===== src/rtl/twos_serial.sv =====
// Bit-serial two's-complement unit: pass, negate, abs and negative-abs.
// Processes CHUNK bits per cycle through an invert-and-add-carry datapath.
module twos_serial #(
    parameter int WIDTH = 8,
    parameter int CHUNK = 1
) (
    input  logic             clk,
    input  logic             rst,
    input  logic             in_valid,
    output logic             in_ready,
    input  logic [WIDTH-1:0] in_data,
    input  logic [1:0]       in_mode,
    output logic             out_valid,
    input  logic             out_ready,
    output logic [WIDTH-1:0] out_data,
    output logic             out_ovf,
    output logic             busy
);

    generate
        if (WIDTH < 2 || WIDTH > 64) begin : g_bad_width
            $error("twos_serial: WIDTH must be in 2..64");
        end
        if (CHUNK < 1 || CHUNK > WIDTH || (WIDTH % CHUNK) != 0) begin : g_bad_chunk
            $error("twos_serial: CHUNK must divide WIDTH");
        end
    endgenerate

    localparam int N  = WIDTH / CHUNK;
    localparam int CW = $clog2(N + 1);
    localparam logic [CW-1:0] LAST = CW'(N - 1);

    typedef enum logic [1:0] {
        IDLE = 2'd0,
        RUN  = 2'd1,
        DONE = 2'd2
    } state_t;

    state_t           state_q, state_d;
    logic [WIDTH-1:0] sh_q, sh_d;
    logic             sign_q, sign_d;
    logic             inv_q, inv_d;
    logic             carry_q, carry_d;
    logic [CW-1:0]    cnt_q, cnt_d;

    logic             inv_sel;
    logic [CHUNK:0]   sum;

    // Negation is invert-plus-one; the +1 enters as the initial carry.
    always_comb begin
        inv_sel = 1'b0;
        unique case (in_mode)
            2'b00: inv_sel = 1'b0;
            2'b01: inv_sel = 1'b1;
            2'b10: inv_sel = in_data[WIDTH-1];
            2'b11: inv_sel = ~in_data[WIDTH-1];
            default: inv_sel = 1'b0;
        endcase
    end

    always_comb begin
        sum = {1'b0, sh_q[CHUNK-1:0] ^ {CHUNK{inv_q}}}
            + (CHUNK+1)'(carry_q);
    end

    always_comb begin
        state_d   = state_q;
        sh_d      = sh_q;
        sign_d    = sign_q;
        inv_d     = inv_q;
        carry_d   = carry_q;
        cnt_d     = cnt_q;
        in_ready  = 1'b0;
        out_valid = 1'b0;
        busy      = 1'b1;
        unique case (state_q)
            IDLE: begin
                in_ready = 1'b1;
                busy     = 1'b0;
                if (in_valid) begin
                    sh_d    = in_data;
                    sign_d  = in_data[WIDTH-1];
                    inv_d   = inv_sel;
                    carry_d = inv_sel;
                    cnt_d   = '0;
                    state_d = RUN;
                end
            end
            RUN: begin
                sh_d = (sh_q >> CHUNK)
                     | (WIDTH'(sum[CHUNK-1:0]) << (WIDTH - CHUNK));
                carry_d = sum[CHUNK];
                cnt_d   = cnt_q + 1'b1;
                if (cnt_q == LAST) begin
                    state_d = DONE;
                end
            end
            DONE: begin
                out_valid = 1'b1;
                if (out_ready) begin
                    state_d = IDLE;
                end
            end
            default: begin
                state_d = IDLE;
            end
        endcase
    end

    always_ff @(posedge clk) begin
        if (rst) begin
            state_q <= IDLE;
            sh_q    <= '0;
            sign_q  <= 1'b0;
            inv_q   <= 1'b0;
            carry_q <= 1'b0;
            cnt_q   <= '0;
        end else begin
            state_q <= state_d;
            sh_q    <= sh_d;
            sign_q  <= sign_d;
            inv_q   <= inv_d;
            carry_q <= carry_d;
            cnt_q   <= cnt_d;
        end
    end

    // Only the most-negative input survives inversion with its sign bit set.
    assign out_data = out_valid ? sh_q : '0;
    assign out_ovf  = out_valid & inv_q & sign_q & sh_q[WIDTH-1];

endmodule


===== config.mk =====
export PLATFORM = sky130hd
export DESIGN_NAME = twos_serial
export DESIGN_NICKNAME = d
export VERILOG_FILES = /design/src/rtl/twos_serial.sv
export SDC_FILE = /design/constraint.sdc
export NUM_CORES = 1
export LEC_CHECK = 0
export CORE_MARGIN = 4
export CORE_UTILIZATION = 49
export CTS_BUF_LIST = sky130_fd_sc_hd__clkbuf_4
export CTS_CLUSTER_SIZE = 12
export DETAILED_ROUTE_END_ITERATION = 10
export PLACE_DENSITY = 0.81
export SLEW_MARGIN = 5
export SYNTH_ARGS = -nofsm -noshare
export SYNTH_HDL_FRONTEND = slang
export SYNTH_SLANG_ARGS = --single-unit

===== constraint.sdc =====
create_clock -name clk -period 1.6 [get_ports clk]
set_clock_uncertainty 0.15 [all_clocks]
set_input_delay 0.32 -clock clk [delete_from_list [all_inputs] [get_ports clk]]
set_output_delay 0.32 -clock clk [all_outputs]
set_load 0.1 [all_outputs]

==> metrics.cfg <==
[critical_path]
r2r_cells = 5
worstPathRequired_ns = 1.13
slowest_stage = dfxtp_4
crit_type = reg2out
cp_cell_sequence = nor2b_4, and2_4, and3_4, buf_12
r2r_start = state_q[0]
arrival_ns = 1.32
path_max_fanout = 3
r2r-end = sh_q[6]
critPathCaptureType = output port
reg2reg_slack_ns = 0.10
cpPeakStageDelay_ns = 0.37
startpoint_type = register

[min_path]
hold_start = cnt_q[3]
hold_path_class = reg2reg
hold_path_end = cnt_q[3]
hold_depth = 2

[timing]
setup_slack_ns = -0.187
worst_pin_slew_ns = 0.282
slew_viol_final = 0
fmax_ghz = 0.560
maxSlewHeadroom_pct = 81.2
hold_viol = 0
rsz0062_at_grt = true
setup_viol = 12
min_period_ns = 1.79
hold_ws_ns = 0.360
finalCritPeriodShare_pct = 112

[grt]
gr-usage-met3_pct = 3.13
grt_util_met2_pct = 36.8
antenna_found_initial = 0
grt_overflow = 0
grt_busiest_layer = met2
use_met1_pct = 25.2
grt_pass1_wl_um = 4310
grt_use_total_pct = 21.5
grt_max_degree = 11
grt_pass1_vias = 934

[layout]
utilization_pct = 83.9
layout-drive-gt1-share_pct = 41.7
diodes = 0
final_area_um2 = 1500
final_common_cell = dfxtp_1
final_cell_mix = 15 x dfxtp_1, 13 x nor2_1, 13 x clkdlybuf4s50_1, 13 x buf_12, 12 x buf_4
nets = 161
synthToLayoutAreaGrowth_pct = 56.1
fillers = 100

[detailed_routing]
routed-via-count = 960
wl_per_cell_um = 15.4
drtAntennaViolNets = 0
routed_wl_um = 2610
drc = 0
first_iter_violations = 18
post_drt_via_cell_ratio = 5.68
dr.pass1.iters = 4

[floorplanning]
die_w_um = 52.2
die-area_um2 = 2730
pin_count = 26
initial_core_util_pct = 53.8
core_area_um2 = 1780
row_count = 15
die_height_um = 52.2

[yosys]
synthesis.area_um2 = 958
async_flop_share_pct = 0
yosysUniqueCellTypes = 33
synth_flop_cell = dfxtp_1
yosysWarnings = 0
synthTopCellsByArea = dfxtp_1 36%, a211oi_2 10%, and2_1 5.2%
synth_area_leader_cell = dfxtp_1
syn_nets = 124
yosysSeqAreaShare_pct = 35.5
avgSynthCellArea_um2 = 8.87
synth-seq-cells = 17
synthCells = 108
synth.top_cell.area_share_pct = 35.5
synth_edf_count = 0

[cts]
clockBufferDepth = 2
cts-root-buf = clkbuf_4
cts.sinks = 17
tritoncts = yes
numCtsBuffers = 3
clk_pin_slew_ns = 0.11
h-tree-depth = 1
clk_latency_ns = 0.30

[pwr]
ir_drop_mv = 0.438
total_leakage_power_nw = 0.626
powerDensity_nw_per_um2 = 671

[place]
place_ws_ns = -0.173
gp_congestion = 0.819
port_buffers = 25
place_area_um2 = 1430
hpwlAfterDp_um = 1980

[run]
maxCapViolCount = 0

[status]
failed_checks = negative setup slack
status = finished, violations left

-- worst max-delay path: cells and delay by family, from the launching register on --
kind | cells | cell delay (ns)
and+or+nand+nor | 3 | 0.48
DFF | 1 | 0.37
buffers and inverters | 1 | 0.17
-- repair_timing --
action                                  CTS  global route
gates resized for setup                   8             1
pin swaps                                 1             0
hold buffers                              0             0
endpoints found under the setup margin   11            14
gates cloned                              0             0
buffers inserted                          2             1
-- synth_stat cells, types with 2 or more instances --
cell and count:
buf_6 2, a211oi_2 8, inv_1 4, buf_4 3, nand3_1 2, ha_1 2
nand2_1 11, nor2_1 13, dfxtp_1 17, nor2b_1 2, a21oi_2 4, xor2_1 2
o21ai_1 2, nand3b_1 2, a21oi_1 9, and2_1 8
-- final cells by class --
| cell class | count | area (um^2) | share of cell area [%] |
|---|---|---|---|
| clock buffers | 3 | 22.5 | 1.51 |
| clock inverters | 1 | 5.00 | 0.334 |
| inverters | 4 | 18.8 | 1.25 |
| multi-input cells | 80 | 582 | 38.9 |
| flip-flops and latches | 17 | 345 | 23.1 |
| well taps | 25 | 31.3 | 2.09 |
| repair buffers | 39 | 492 | 32.9 |
-- layer usage --
metal | vias up | wire (um) | share of wire (%)
met4 | 0 | 91 | 3.5
li1 | 446 | - | -
met3 | 11 | 187 | 7.2
met1 | 459 | 980 | 38
met5 | - | 0 | 0
met2 | 44 | 1350 | 52
-- report_power, final --
part / internal, mW / switching, mW
combinational: 0.130 / 0.149
clock: 0.0932 / 0.148
sequential: 0.454 / 0.0303
-- cells by family (layout without fill, tap and decap cells) --
family	Yosys count	count (layout)	share of synthesized area (%)
multiplexers	1	1	1.04
AO/OA/AOI/OAI	30	30	26.8
adder cells (fa/ha/maj)	2	2	2.61
buffers and inverters	11	47	7.18
AND/OR/NAND/NOR	45	45	25.1
flip-flops	17	17	35.5
XOR/XNOR	2	2	1.83
-- flip-flops by register name, indices dropped and copies added, names as in the netlist --
| register | count |
|---|---|
| carry_q | 1 |
| cnt_q | 4 |
| inv_q | 1 |
| sh_q | 8 |
| sign_q | 1 |
| state_q | 2 |
-- per-stage QoR --
stage | TNS (ns) | instances | power [mW]
floorplan | -1.39 | 108 | 0.661
global placement | -0.691 | 162 | 0.755
detailed placement | -1.19 | 162 | 0.767
CTS | -1.56 | 168 | 0.999
global route | -2.13 | 169 | 1.04
finish | -1.62 | 169 | 1.00
-- worst max path at each step --
stage / startpoint / endpoint / slack [ns] / cells past startpoint
6_report: state_q[1] / out_ovf / -0.19 / 4
5_1_grt: state_q[1] / out_ovf / -0.22 / 4
3_5_place_dp: in_valid / sign_q / -0.17 / 4
3_3_place_gp: in_valid / sign_q / -0.11 / 4
2_1_floorplan: state_q[0] / out_ovf / -0.39 / 5
4_1_cts: state_q[1] / out_ovf / -0.17 / 4
Power figures use the tool's default switching activity.
